[src/rtl/execute_unit_m_pkg.sv]
// Shared definitions for the execute stage: pipeline state codes, ALU
// operation codes, RV32 opcode constants and the MDU sequencer states.
package execute_unit_m_pkg;

    // Pipeline state codes carried in the EX/MEM register.
    typedef enum logic [3:0] {
        ST_IDLE        = 4'd0,
        ST_REGWRITE    = 4'd1,
        ST_MEMREAD     = 4'd2,
        ST_MEMWRITE    = 4'd3,
        ST_PCSELWRITE  = 4'd4,
        ST_PCWRITE     = 4'd5,
        ST_LUIREGWRITE = 4'd6
    } state_e;

    // Operation selected for the single-cycle ALU.
    typedef enum logic [3:0] {
        ALU_ADD   = 4'd0,
        ALU_SUB   = 4'd1,
        ALU_SLL   = 4'd2,
        ALU_SLT   = 4'd3,
        ALU_SLTU  = 4'd4,
        ALU_XOR   = 4'd5,
        ALU_SRL   = 4'd6,
        ALU_SRA   = 4'd7,
        ALU_OR    = 4'd8,
        ALU_AND   = 4'd9,
        ALU_BR    = 4'd10,
        ALU_PASSB = 4'd11
    } alu_op_e;

    // Iterative multiply/divide sequencer states.
    typedef enum logic [1:0] {
        MDU_IDLE = 2'd0,
        MDU_BUSY = 2'd1,
        MDU_DONE = 2'd2
    } mdu_state_e;

    localparam logic [6:0] OPC_LUI    = 7'b0110111;
    localparam logic [6:0] OPC_AUIPC  = 7'b0010111;
    localparam logic [6:0] OPC_JAL    = 7'b1101111;
    localparam logic [6:0] OPC_JALR   = 7'b1100111;
    localparam logic [6:0] OPC_BRANCH = 7'b1100011;
    localparam logic [6:0] OPC_LOAD   = 7'b0000011;
    localparam logic [6:0] OPC_STORE  = 7'b0100011;
    localparam logic [6:0] OPC_OPIMM  = 7'b0010011;
    localparam logic [6:0] OPC_OP     = 7'b0110011;
    localparam logic [6:0] F7_MULDIV  = 7'b0000001;

endpackage

[src/rtl/execute_unit_m_mdu_iter.sv]
// Iterative RV32M engine: radix-2 shift-add multiply and restoring division
// on operand magnitudes, sign fix-up applied when the result is presented.
// Divide-by-zero and signed overflow bypass the iteration entirely.
module mdu_iter
    import execute_unit_m_pkg::*;
#(
    parameter int XLEN = 32
) (
    input  logic            clk,
    input  logic            reset,
    input  logic            start_i,
    input  logic            abort_i,
    input  logic [2:0]      func3_i,
    input  logic [XLEN-1:0] a_i,
    input  logic [XLEN-1:0] b_i,
    output logic            idle_o,
    output logic            busy_o,
    output logic            done_o,
    output logic [XLEN-1:0] result_o
);

    localparam int CNTW = $clog2(XLEN);

    mdu_state_e          state_q;
    logic [CNTW-1:0]     cnt_q;
    logic [2:0]          func3_q;
    logic [2*XLEN-1:0]   acc_q;
    logic [2*XLEN-1:0]   mcand_q;
    logic [XLEN-1:0]     opb_q;
    logic [XLEN:0]       rem_q;
    logic                neg_q;
    logic                rneg_q;
    logic                special_q;
    logic [XLEN-1:0]     spec_q;

    logic                is_div_s;
    logic                a_signed_s;
    logic                b_signed_s;
    logic                a_neg_s;
    logic                b_neg_s;
    logic [XLEN-1:0]     a_mag_s;
    logic [XLEN-1:0]     b_mag_s;
    logic                div0_s;
    logic                ovf_s;
    logic [XLEN-1:0]     spec_d;
    logic [XLEN:0]       shifted_s;
    logic [XLEN:0]       trial_s;
    logic [2*XLEN-1:0]   prod_s;
    logic [XLEN-1:0]     quo_s;
    logic [XLEN-1:0]     rem_s;

    // Classify the incoming op: operand signedness, magnitudes and the two
    // division corner cases that resolve without iterating.
    always_comb begin
        is_div_s   = func3_i[2];
        if (is_div_s) begin
            a_signed_s = ~func3_i[0];
            b_signed_s = ~func3_i[0];
        end else begin
            a_signed_s = (func3_i[1:0] == 2'b01) || (func3_i[1:0] == 2'b10);
            b_signed_s = (func3_i[1:0] == 2'b01);
        end
        a_neg_s = a_signed_s & a_i[XLEN-1];
        b_neg_s = b_signed_s & b_i[XLEN-1];
        a_mag_s = a_neg_s ? -a_i : a_i;
        b_mag_s = b_neg_s ? -b_i : b_i;
        div0_s  = is_div_s && (b_i == {XLEN{1'b0}});
        ovf_s   = is_div_s && ~func3_i[0] &&
                  (a_i == {1'b1, {(XLEN-1){1'b0}}}) && (b_i == {XLEN{1'b1}});
        if (div0_s) begin
            spec_d = func3_i[1] ? a_i : {XLEN{1'b1}};
        end else begin
            spec_d = func3_i[1] ? {XLEN{1'b0}} : a_i;
        end
    end

    // One restoring-division step: shift in the next dividend bit and try
    // to subtract the divisor; the extra top bit of trial is the borrow.
    always_comb begin
        shifted_s = {rem_q[XLEN-1:0], opb_q[XLEN-1]};
        trial_s   = shifted_s - {1'b0, mcand_q[XLEN-1:0]};
    end

    // Sequencer and datapath registers; abort drops back to IDLE from any state.
    always_ff @(posedge clk) begin
        if (reset) begin
            state_q   <= MDU_IDLE;
            cnt_q     <= {CNTW{1'b0}};
            func3_q   <= 3'b000;
            acc_q     <= {(2*XLEN){1'b0}};
            mcand_q   <= {(2*XLEN){1'b0}};
            opb_q     <= {XLEN{1'b0}};
            rem_q     <= {(XLEN+1){1'b0}};
            neg_q     <= 1'b0;
            rneg_q    <= 1'b0;
            special_q <= 1'b0;
            spec_q    <= {XLEN{1'b0}};
        end else if (abort_i) begin
            state_q <= MDU_IDLE;
        end else begin
            case (state_q)
                MDU_IDLE: begin
                    if (start_i) begin
                        func3_q   <= func3_i;
                        cnt_q     <= {CNTW{1'b0}};
                        special_q <= div0_s | ovf_s;
                        spec_q    <= spec_d;
                        acc_q     <= {(2*XLEN){1'b0}};
                        mcand_q   <= {{XLEN{1'b0}}, (is_div_s ? b_mag_s : a_mag_s)};
                        opb_q     <= is_div_s ? a_mag_s : b_mag_s;
                        rem_q     <= {(XLEN+1){1'b0}};
                        neg_q     <= a_neg_s ^ b_neg_s;
                        rneg_q    <= a_neg_s;
                        state_q   <= (div0_s | ovf_s) ? MDU_DONE : MDU_BUSY;
                    end else begin
                        state_q <= MDU_IDLE;
                    end
                end
                MDU_BUSY: begin
                    if (func3_q[2]) begin
                        if (!trial_s[XLEN]) begin
                            rem_q <= trial_s;
                            opb_q <= {opb_q[XLEN-2:0], 1'b1};
                        end else begin
                            rem_q <= shifted_s;
                            opb_q <= {opb_q[XLEN-2:0], 1'b0};
                        end
                    end else begin
                        if (opb_q[0]) begin
                            acc_q <= acc_q + mcand_q;
                        end else begin
                            acc_q <= acc_q;
                        end
                        mcand_q <= {mcand_q[2*XLEN-2:0], 1'b0};
                        opb_q   <= {1'b0, opb_q[XLEN-1:1]};
                    end
                    cnt_q <= cnt_q + {{(CNTW-1){1'b0}}, 1'b1};
                    if (cnt_q == CNTW'(XLEN-1)) begin
                        state_q <= MDU_DONE;
                    end else begin
                        state_q <= MDU_BUSY;
                    end
                end
                MDU_DONE: begin
                    state_q <= MDU_IDLE;
                end
                default: begin
                    state_q <= MDU_IDLE;
                end
            endcase
        end
    end

    // Present the finished result with signs restored.
    always_comb begin
        prod_s = neg_q ? -acc_q : acc_q;
        quo_s  = neg_q ? -opb_q : opb_q;
        rem_s  = rneg_q ? -rem_q[XLEN-1:0] : rem_q[XLEN-1:0];
        if (special_q) begin
            result_o = spec_q;
        end else if (!func3_q[2]) begin
            if (func3_q[1:0] == 2'b00) begin
                result_o = prod_s[XLEN-1:0];
            end else begin
                result_o = prod_s[2*XLEN-1:XLEN];
            end
        end else if (func3_q[1]) begin
            result_o = rem_s;
        end else begin
            result_o = quo_s;
        end
    end

    assign idle_o = (state_q == MDU_IDLE);
    assign busy_o = (state_q == MDU_BUSY);
    assign done_o = (state_q == MDU_DONE);

endmodule

[src/rtl/execute_unit_m.sv]
// Execute stage: operand forwarding, RV32I decode and ALU, EX/MEM pipeline
// register, and an iterative RV32M engine that stalls upstream via in_ready.
module execute_unit_m
    import execute_unit_m_pkg::*;
#(
    parameter int XLEN   = 32,
    parameter int REGW   = 5,
    parameter int STATEW = 4,
    parameter int MDU_EN = 1
) (
    input  logic              clk,
    input  logic              reset,
    input  logic              flush,
    input  logic              hazard,
    input  logic              in_valid,
    output logic              in_ready,
    input  logic [XLEN-1:0]   pc,
    input  logic [XLEN-1:0]   imm,
    input  logic [6:0]        opcode,
    input  logic [2:0]        func3,
    input  logic [6:0]        func7,
    input  logic [REGW-1:0]   rd,
    input  logic [XLEN-1:0]   rs1_data,
    input  logic [XLEN-1:0]   rs2_data,
    input  logic [1:0]        fwd_a,
    input  logic [1:0]        fwd_b,
    input  logic [XLEN-1:0]   wb_data,
    input  logic [XLEN-1:0]   mem_data,
    output logic              out_valid,
    output logic [STATEW-1:0] out_state,
    output logic [XLEN-1:0]   out_result,
    output logic [XLEN-1:0]   out_store,
    output logic [XLEN-1:0]   out_pc,
    output logic [XLEN-1:0]   out_imm,
    output logic [2:0]        out_func3,
    output logic [REGW-1:0]   out_rd,
    output logic              mem_read_en,
    output logic              mdu_busy
);

    localparam int SHW = $clog2(XLEN);

    logic [XLEN-1:0]   fa_s;
    logic [XLEN-1:0]   fb_s;
    logic [XLEN-1:0]   alu_x_s;
    logic [XLEN-1:0]   alu_y_s;
    logic [SHW-1:0]    shamt_s;
    logic [XLEN-1:0]   alu_res_s;
    logic              br_taken_s;
    alu_op_e           alu_op_s;
    state_e            dec_state_s;
    logic              is_mdu_s;
    logic              accept_s;
    logic              start_s;
    logic              ex_valid_d;
    logic [STATEW-1:0] ex_state_d;
    logic              ex_memrd_d;

    logic              mdu_idle_s;
    logic              mdu_busy_s;
    logic              mdu_done_s;
    logic [XLEN-1:0]   mdu_res_s;

    logic              valid_q;
    logic [STATEW-1:0] state_q;
    logic [XLEN-1:0]   result_q;
    logic [XLEN-1:0]   store_q;
    logic [XLEN-1:0]   pc_q;
    logic [XLEN-1:0]   imm_q;
    logic [2:0]        func3_q;
    logic [REGW-1:0]   rd_q;
    logic              memrd_q;

    // Forwarding muxes for both source operands.
    always_comb begin
        case (fwd_a)
            2'b00:   fa_s = rs1_data;
            2'b01:   fa_s = wb_data;
            default: fa_s = mem_data;
        endcase
        case (fwd_b)
            2'b00:   fb_s = rs2_data;
            2'b01:   fb_s = wb_data;
            default: fb_s = mem_data;
        endcase
    end

    // Decode opcode class into pipeline state, ALU op and MDU request.
    always_comb begin
        dec_state_s = ST_IDLE;
        alu_op_s    = ALU_ADD;
        is_mdu_s    = 1'b0;
        case (opcode)
            OPC_OP, OPC_OPIMM: begin
                if ((opcode == OPC_OP) && (func7 == F7_MULDIV)) begin
                    if (MDU_EN != 0) begin
                        dec_state_s = ST_REGWRITE;
                        is_mdu_s    = 1'b1;
                    end else begin
                        dec_state_s = ST_IDLE;
                    end
                end else begin
                    dec_state_s = ST_REGWRITE;
                end
                case (func3)
                    3'b000:  alu_op_s = ((opcode == OPC_OP) && func7[5]) ? ALU_SUB : ALU_ADD;
                    3'b001:  alu_op_s = ALU_SLL;
                    3'b010:  alu_op_s = ALU_SLT;
                    3'b011:  alu_op_s = ALU_SLTU;
                    3'b100:  alu_op_s = ALU_XOR;
                    3'b101: begin
                        if (opcode == OPC_OP) begin
                            alu_op_s = func7[5] ? ALU_SRA : ALU_SRL;
                        end else begin
                            alu_op_s = imm[10] ? ALU_SRA : ALU_SRL;
                        end
                    end
                    3'b110:  alu_op_s = ALU_OR;
                    3'b111:  alu_op_s = ALU_AND;
                    default: alu_op_s = ALU_ADD;
                endcase
            end
            OPC_AUIPC:  dec_state_s = ST_REGWRITE;
            OPC_LOAD:   dec_state_s = ST_MEMREAD;
            OPC_STORE:  dec_state_s = ST_MEMWRITE;
            OPC_BRANCH: begin
                dec_state_s = ST_PCSELWRITE;
                alu_op_s    = ALU_BR;
            end
            OPC_JAL, OPC_JALR: dec_state_s = ST_PCWRITE;
            OPC_LUI: begin
                dec_state_s = ST_LUIREGWRITE;
                alu_op_s    = ALU_PASSB;
            end
            default: dec_state_s = ST_IDLE;
        endcase
    end

    // ALU operand selection: PC-relative ops use pc, register-register ops use rs2.
    always_comb begin
        if ((opcode == OPC_JAL) || (opcode == OPC_AUIPC)) begin
            alu_x_s = pc;
        end else begin
            alu_x_s = fa_s;
        end
        if ((opcode == OPC_OP) || (opcode == OPC_BRANCH)) begin
            alu_y_s = fb_s;
        end else begin
            alu_y_s = imm;
        end
    end

    assign shamt_s = alu_y_s[SHW-1:0];

    // Branch comparison on forwarded operands.
    always_comb begin
        case (func3)
            3'b000:  br_taken_s = (alu_x_s == alu_y_s);
            3'b001:  br_taken_s = (alu_x_s != alu_y_s);
            3'b100:  br_taken_s = ($signed(alu_x_s) <  $signed(alu_y_s));
            3'b101:  br_taken_s = ($signed(alu_x_s) >= $signed(alu_y_s));
            3'b110:  br_taken_s = (alu_x_s <  alu_y_s);
            3'b111:  br_taken_s = (alu_x_s >= alu_y_s);
            default: br_taken_s = 1'b0;
        endcase
    end

    // Single-cycle ALU.
    always_comb begin
        case (alu_op_s)
            ALU_ADD:   alu_res_s = alu_x_s + alu_y_s;
            ALU_SUB:   alu_res_s = alu_x_s - alu_y_s;
            ALU_SLL:   alu_res_s = alu_x_s << shamt_s;
            ALU_SLT:   alu_res_s = {{(XLEN-1){1'b0}}, ($signed(alu_x_s) < $signed(alu_y_s))};
            ALU_SLTU:  alu_res_s = {{(XLEN-1){1'b0}}, (alu_x_s < alu_y_s)};
            ALU_XOR:   alu_res_s = alu_x_s ^ alu_y_s;
            ALU_SRL:   alu_res_s = alu_x_s >> shamt_s;
            ALU_SRA:   alu_res_s = $signed(alu_x_s) >>> shamt_s;
            ALU_OR:    alu_res_s = alu_x_s | alu_y_s;
            ALU_AND:   alu_res_s = alu_x_s & alu_y_s;
            ALU_BR:    alu_res_s = {{(XLEN-1){1'b0}}, br_taken_s};
            ALU_PASSB: alu_res_s = alu_y_s;
            default:   alu_res_s = {XLEN{1'b0}};
        endcase
    end

    // Handshake: flush wins over a same-cycle accept; hazard suppresses MDU start.
    always_comb begin
        accept_s   = in_valid && mdu_idle_s && !flush;
        start_s    = accept_s && is_mdu_s && !hazard;
        ex_valid_d = !hazard && !is_mdu_s && (dec_state_s != ST_IDLE);
        if (ex_valid_d) begin
            ex_state_d = STATEW'(dec_state_s);
        end else begin
            ex_state_d = STATEW'(ST_IDLE);
        end
        ex_memrd_d = ex_valid_d && (dec_state_s == ST_MEMREAD);
    end

    mdu_iter #(
        .XLEN (XLEN)
    ) u_mdu (
        .clk      (clk),
        .reset    (reset),
        .start_i  (start_s),
        .abort_i  (flush),
        .func3_i  (func3),
        .a_i      (fa_s),
        .b_i      (fb_s),
        .idle_o   (mdu_idle_s),
        .busy_o   (mdu_busy_s),
        .done_o   (mdu_done_s),
        .result_o (mdu_res_s)
    );

    // EX/MEM pipeline register: flush > MDU completion > accepted op > bubble.
    always_ff @(posedge clk) begin
        if (reset) begin
            valid_q  <= 1'b0;
            state_q  <= STATEW'(ST_IDLE);
            result_q <= {XLEN{1'b0}};
            store_q  <= {XLEN{1'b0}};
            pc_q     <= {XLEN{1'b0}};
            imm_q    <= {XLEN{1'b0}};
            func3_q  <= 3'b000;
            rd_q     <= {REGW{1'b0}};
            memrd_q  <= 1'b0;
        end else if (flush) begin
            valid_q <= 1'b0;
            state_q <= STATEW'(ST_IDLE);
            memrd_q <= 1'b0;
        end else if (mdu_done_s) begin
            result_q <= mdu_res_s;
            valid_q  <= !hazard;
            state_q  <= hazard ? STATEW'(ST_IDLE) : STATEW'(ST_REGWRITE);
            memrd_q  <= 1'b0;
        end else if (accept_s) begin
            valid_q  <= ex_valid_d;
            state_q  <= ex_state_d;
            memrd_q  <= ex_memrd_d;
            result_q <= alu_res_s;
            store_q  <= fb_s;
            pc_q     <= pc;
            imm_q    <= imm;
            func3_q  <= func3;
            rd_q     <= rd;
        end else begin
            valid_q <= 1'b0;
            state_q <= STATEW'(ST_IDLE);
            memrd_q <= 1'b0;
        end
    end

    assign in_ready    = mdu_idle_s;
    assign mdu_busy    = mdu_busy_s;
    assign out_valid   = valid_q;
    assign out_state   = state_q;
    assign out_result  = result_q;
    assign out_store   = store_q;
    assign out_pc      = pc_q;
    assign out_imm     = imm_q;
    assign out_func3   = func3_q;
    assign out_rd      = rd_q;
    assign mem_read_en = memrd_q;

endmodule

[config.mk]
export PLATFORM = sky130hd
export DESIGN_NAME = execute_unit_m
export DESIGN_NICKNAME = d
export VERILOG_FILES = /design/src/rtl/execute_unit_m_pkg.sv /design/src/rtl/execute_unit_m_mdu_iter.sv /design/src/rtl/execute_unit_m.sv
export SDC_FILE = /design/constraint.sdc
export NUM_CORES = 2
export LEC_CHECK = 0
export ABC_AREA = 0
export BUFFER_PORTS_ARGS = -buffer_cell sky130_fd_sc_hd__buf_2
export CAP_MARGIN = 20
export CORE_ASPECT_RATIO = 1.75
export CORE_MARGIN = 2
export CORE_UTILIZATION = 56
export CTS_CLUSTER_DIAMETER = 150
export CTS_CLUSTER_SIZE = 8
export DETAILED_ROUTE_END_ITERATION = 6
export GPL_TIMING_DRIVEN = 0
export PLACE_DENSITY_LB_ADDON = 0.3
export SYNTH_ARGS = -nofsm -noshare
export SYNTH_HDL_FRONTEND = slang
export SYNTH_SLANG_ARGS = --single-unit
[constraint.sdc]
create_clock -name clk -period 8 [get_ports clk]
set_clock_uncertainty 0.1 [all_clocks]
set_input_delay 1.6 -clock clk [delete_from_list [all_inputs] [get_ports clk]]
set_output_delay 1.6 -clock clk [all_outputs]
set_load 0.01 [all_outputs]
==> flow_metrics.env, run 1 <==
export IMPL_port_buffers=360
export IMPL_yosysSeqAreaShare=0.201
export IMPL_grt_pass1_wl_um=440000
export IMPL_grt_pass1_vias=55461
export IMPL_stop_error="[ERROR GRT-0116] Global routing finished with congestion. Check the congestion regions in the DRC Viewer."
export IMPL_htree_levels=2
export IMPL_synthCells=5297
export IMPL_place_gp_congestion=1.30
export IMPL_root_buffer="clkbuf_16"
export IMPL_ys_warnings_count=0
export IMPL_start_util=0.565
export IMPL_haltStage="global routing"
export IMPL_status="aborted with a tool error"
export IMPL_cts_buffers=53
export IMPL_dpl_worst_slack_ns=-1.50
export IMPL_cts_num_sinks=378
export IMPL_postCtsSetupRepairBufs=0
export IMPL_grt_ovfl_total=1612
export IMPL_dieWidth_um=200
export IMPL_syn_nets=5728
export IMPL_syn_mean_instance_area_um2=7.09
export IMPL_cts_buffer_depth=3
export IMPL_synth_cell_types=98
export IMPL_dp_hpwl_um=188000
export IMPL_rows=125
export IMPL_dp_cells=6589
export IMPL_hold_buffers=0
export IMPL_synth_ff_type="dfxtp_1"
export IMPL_track_usage=0.835
export IMPL_grt_max_degree=20
export IMPL_synthesis_area_um2=37600
export IMPL_die_h_um=347
export IMPL_ys_async_sr_fraction=0
export IMPL_synth_edf_count=0
export IMPL_io_pins=367
export IMPL_synth_seq_cells=378
==> routing by layer <==
| layer | overflow | GRT usage |
|---|---|---|
| met1 | 10 | 0.804 |
| met4 | 453 | 0.858 |
| met5 | 7 | 0.259 |
| met2 | 1113 | 1.02 |
| met3 | 29 | 0.695 |
==> logic make-up after synthesis <==
logic type                 synth area share
other                             0.0000998
muxes                                0.0861
adders and majority gates            0.0703
and+or+nand+nor                       0.208
DFF                                   0.201
AOI/OAI and AO/OA                     0.309
buffers and inverters                0.0588
xor gates and xnor gates             0.0662
==> stage by stage <==
| stage | utilization | hold WS [ns] | cell area [um2] | setup TNS (ns) |
|---|---|---|---|---|
| global placement | 0.609 | 0.339 | 40500 | -24.09 |
| detailed placement | 0.615 | 0.343 | 40900 | -21.99 |
| floorplan | - | 0.336 | 37600 | 0 |
| CTS | 0.636 | 0.350 | 42300 | 0 |
==> cells in the mapped netlist (91+ instances only) <==
| cell type | number | area, um2 |
|---|---|---|
| nor2_1 | 579 | 2170 |
| a21oi_1 | 453 | 2270 |
| mux2i_1 | 268 | 2680 |
| o211ai_1 | 109 | 818 |
| clkbuf_1 | 315 | 1180 |
| nand2_1 | 671 | 2520 |
| o21ai_0 | 363 | 1820 |
| a211oi_1 | 133 | 998 |
| nand3_1 | 91 | 455 |
| dfxtp_1 | 378 | 7570 |
| xnor2_1 | 166 | 1450 |
| nor3_1 | 112 | 561 |
| inv_1 | 179 | 672 |
| ha_1 | 204 | 2550 |
| xor2_1 | 118 | 1030 |
==> timing repair <==
item / in CTS
resized for setup: 13
endpoints found under the setup margin: 20
pin swaps: 1
==> run 2, diff against run 1 <==
CORE_ASPECT_RATIO = default   (was 1.75)
CORE_UTILIZATION = 40   (was 56)
CTS_CLUSTER_DIAMETER = default   (was 150)
CTS_CLUSTER_SIZE = default   (was 8)
PLACE_DENSITY_LB_ADDON = 0.15   (was 0.3)
==> run 2 against run 1 <==
The flow now finishes, with violations (DRC, setup timing). Synthesized area is the same. Synthesized cell count unchanged.
==> flow_metrics.env, run 2 <==
export IMPL_p_switching_uw=2440
export IMPL_path_clk_slew_ns=0.06
export IMPL_cts_tree="built"
export IMPL_critPathTopFamily="compound AO/OA/AOI/OAI gates"
export IMPL_track_usage=0.453
export IMPL_grt_ovfl_total=0
export IMPL_synth_seq_cells=378
export IMPL_postCtsSetupRepairBufs=0
export IMPL_synthSimpleGateAreaFrac=0.208
export IMPL_finalMaxSlewViolations=0
export IMPL_final_net_count=6186
export IMPL_synthTopCellsByArea="dfxtp_1 20%, mux2i_1 7.1%, ha_1 6.8%"
export IMPL_worst_pin_slew_ns=1.26
export IMPL_path_max_fanout=17
export IMPL_area_delta_synth_final_pct=15.2
export IMPL_num_vias=46539
export IMPL_power_frac_seq=0.308
export IMPL_synth_cell_types=98
export IMPL_grt_pass1_wl_um=319000
export IMPL_die_h_um=311
export IMPL_p_per_area_nw_per_um2=146
export IMPL_whs_path_depth=2
export IMPL_layout_commonest_cell="nand2_1"
export IMPL_place_gp_congestion=1.07
export IMPL_drive_gt1_frac=0.116
export IMPL_yosys_area_top_type_share=0.201
export IMPL_synth_ff_type="dfxtp_1"
export IMPL_fin_ws_ns=-0.236
export IMPL_cts_num_sinks=378
export IMPL_cts_buffers=48
export IMPL_timing_rr_end="out_result[24]$_SDFFE_PP0P_"
export IMPL_finalSetupViolCount=3
export IMPL_synth_common_cells="671 x nand2_1, 579 x nor2_1, 453 x a21oi_1, 378 x dfxtp_1, 363 x o21ai_0"
export IMPL_pwr_share_clk=0.373
export IMPL_syn_nets=5728
export IMPL_cp_cell_sequence="buf_2 > mux2_2 > mux2i_2 > mux2_2 > clkinv_1 > clkbuf_1 > ha_1 > o21bai_1 > a31oi_1 > nand3_1 > a41oi_1 > nor3_1 > or3_1 > xnor2_1 > o221ai_1 > o41ai_1 > a311oi_1"
export IMPL_finalPower_uw=6320
export IMPL_routedWlPerCell_um=32.7
export IMPL_grt_max_degree=21
export IMPL_clock_fmax_mhz=121
export IMPL_synth_xor_area_share=0.0662
export IMPL_r2r_start="u_mdu.acc_q[6]$_SDFFE_PP0P_"
export IMPL_synthCells=5297
export IMPL_slew_headroom=0.148
export IMPL_violations="DRC, setup timing"
export IMPL_synth_compound_area_share=0.309
export IMPL_antenna_found_initial=19
export IMPL_synthAdderAreaFrac=0.0703
export IMPL_drtIter0Drc=7428
export IMPL_synth_top_family_by_area="compound AO/OA/AOI/OAI gates"
export IMPL_min_period_ns=8.24
export IMPL_final_cell_mix="670 x nand2_1, 579 x nor2_1, 449 x a21oi_1"
export IMPL_status="finished with violations"
export IMPL_io_pins=367
export IMPL_yosysSeqAreaShare=0.201
export IMPL_hold_start="out_imm[26]$_SDFFE_PP0P_"
export IMPL_crit_path_max_incr_delay_ns=0.85
export IMPL_synthesis_area_um2=37600
export IMPL_synth_most_common_cell="nand2_1"
export IMPL_arrival_ns=8.61
export IMPL_critPathBufInv=3
export IMPL_rr_worst_depth=12
export IMPL_ant_nets=0
export IMPL_critPathCaptureType="flop"
export IMPL_synth_edf_count=0
export IMPL_internal_power_uw=3880
export IMPL_maxCapViolCount=0
export IMPL_synth_area_mux_share=0.0861
export IMPL_port_buffers=360
export IMPL_cpMostUsedCell="mux2_2"
export IMPL_worstSetupPathType="input port to flop"
export IMPL_whs_ns=0.353
export IMPL_top_regs="u_mdu.acc_q: 64 flops, u_mdu.mcand_q: 64 flops"
export IMPL_rows=112
export IMPL_drt_pass1_iter_count=7
export IMPL_required_ns=8.37
export IMPL_leakage_uw=0.0180
export IMPL_ys_warnings_count=0
export IMPL_min_to="out_imm[26]$_SDFFE_PP0P_"
export IMPL_hp_class="flop to flop"
export IMPL_syn_mean_instance_area_um2=7.09
export IMPL_clock_latency_ns=0.64
export IMPL_core_area_um2=93200
export IMPL_dieWidth_um=311
export IMPL_start_util=0.403
export IMPL_start_kind="input port"
export IMPL_drt_total_wl_um=230000
export IMPL_root_buffer="clkbuf_16"
export IMPL_combPwrFrac=0.319
export IMPL_grt_pass1_vias=41873
export IMPL_drc=1
export IMPL_dieArea_um2=96400
export IMPL_rsz0062_at_grt="false"
export IMPL_hold_violations=0
export IMPL_viasPerCell=6.60
export IMPL_slowest_stage="o41ai_1"
export IMPL_cts_buffer_depth=3
export IMPL_vdd_drop_max_mv=0.144
export IMPL_ys_async_sr_fraction=0
export IMPL_htree_levels=2
export IMPL_dp_hpwl_um=188000
export IMPL_yosys_area_top_type="dfxtp_1"
export IMPL_switching_share=0.386
export IMPL_r2r_setup_slack_ns=3.10
export IMPL_fin_crit_sh=1.03
run 2: cell counts after synthesis:
No cell type changed its count.
run 2: kinds of logic (layout without fill, tap and decap cells):
logic type,count (synthesis),in the layout
compound gates,1781,1781
xor+xnor,284,284
fa+ha+maj,209,209
buf+inv,566,1060
flops,378,378
mux,314,314
other cells,1,12
simple gates,1764,1764
run 2: timing repair:
item	in CTS	in global routing
pin swaps	1	2
hold buffers	0	0
setup endpoints to repair	21	6
gates resized for setup	12	21
run 2: routing by layer:
metal | vias to the layer above | track usage | share of wire
met1 | 22394 | 0.629 | 0.42
met2 | 3247 | 0.624 | 0.39
met3 | 589 | 0.142 | 0.13
met5 | - | 0 | 0.00040
li1 | 20295 | - | -
met4 | 14 | 0.223 | 0.057
run 2: worst max path at each step:
| stage | from | endpoint | cells past startpoint |
|---|---|---|---|
| final | fwd_b[0] | out_result[18]$_SDFFE_PP0P_ | 17 |
| after global routing | opcode[3] | out_result[0]$_SDFFE_PP0P_ | 25 |
| after CTS | opcode[3] | out_result[0]$_SDFFE_PP0P_ | 25 |
| after detailed placement | fwd_b[0] | out_result[28]$_SDFFE_PP0P_ | 20 |
| after global placement | fwd_b[0] | out_result[28]$_SDFFE_PP0P_ | 20 |
| after floorplan | fwd_b[0] | out_result[29]$_SDFFE_PP0P_ | 20 |
run 2: final cells by class:
type,count,area (um2)
Tap cell,1254,1570
Timing Repair Buffer,413,2310
Fill cell,9864,49900
Buffer,377,1510
Antenna cell,11,27.5
Inverter,184,693
Clock buffer,62,1370
Multi-Input combinational cell,4353,27900
Clock inverter,24,324
Sequential cell,378,7570
run 2: stage by stage:
step / instances / cell area (um2) / TNS, ns / utilization / setup WS (ns)
after floorplan: 5297 / 37600 / 0 / - / 1.37
after global placement: 6911 / 41000 / -30.88 / 0.439 / -1.97
after detailed placement: 6949 / 41400 / -27.80 / 0.444 / -1.84
after CTS: 7031 / 43100 / 0 / 0.462 / 0.0716
after global routing: 7052 / 43300 / 0 / 0.465 / 0.00889
final: 7056 / 43300 / -0.284 / 0.465 / -0.236
run 2: worst min-delay path: cells and delay by family (launching register included):
family	cells	cell delay, ns
DFF	1	0.30
and+or+nand+nor	1	0.05
AOI/OAI and AO/OA	1	0.05
run 2: power groups by stage:
| stage | combinational, uW | clock [uW] | sequential (uW) |
|---|---|---|---|
| global route | 2040 | 2440 | 1950 |
| detailed placement | 1880 | 0 | 1990 |
| global placement | 1870 | 0 | 1990 |
| finish | 2010 | 2360 | 1950 |
| floorplan | 980 | 0 | 2000 |
| CTS | 1890 | 2360 | 1950 |
Note: power is estimated with default switching activity, not from simulation.
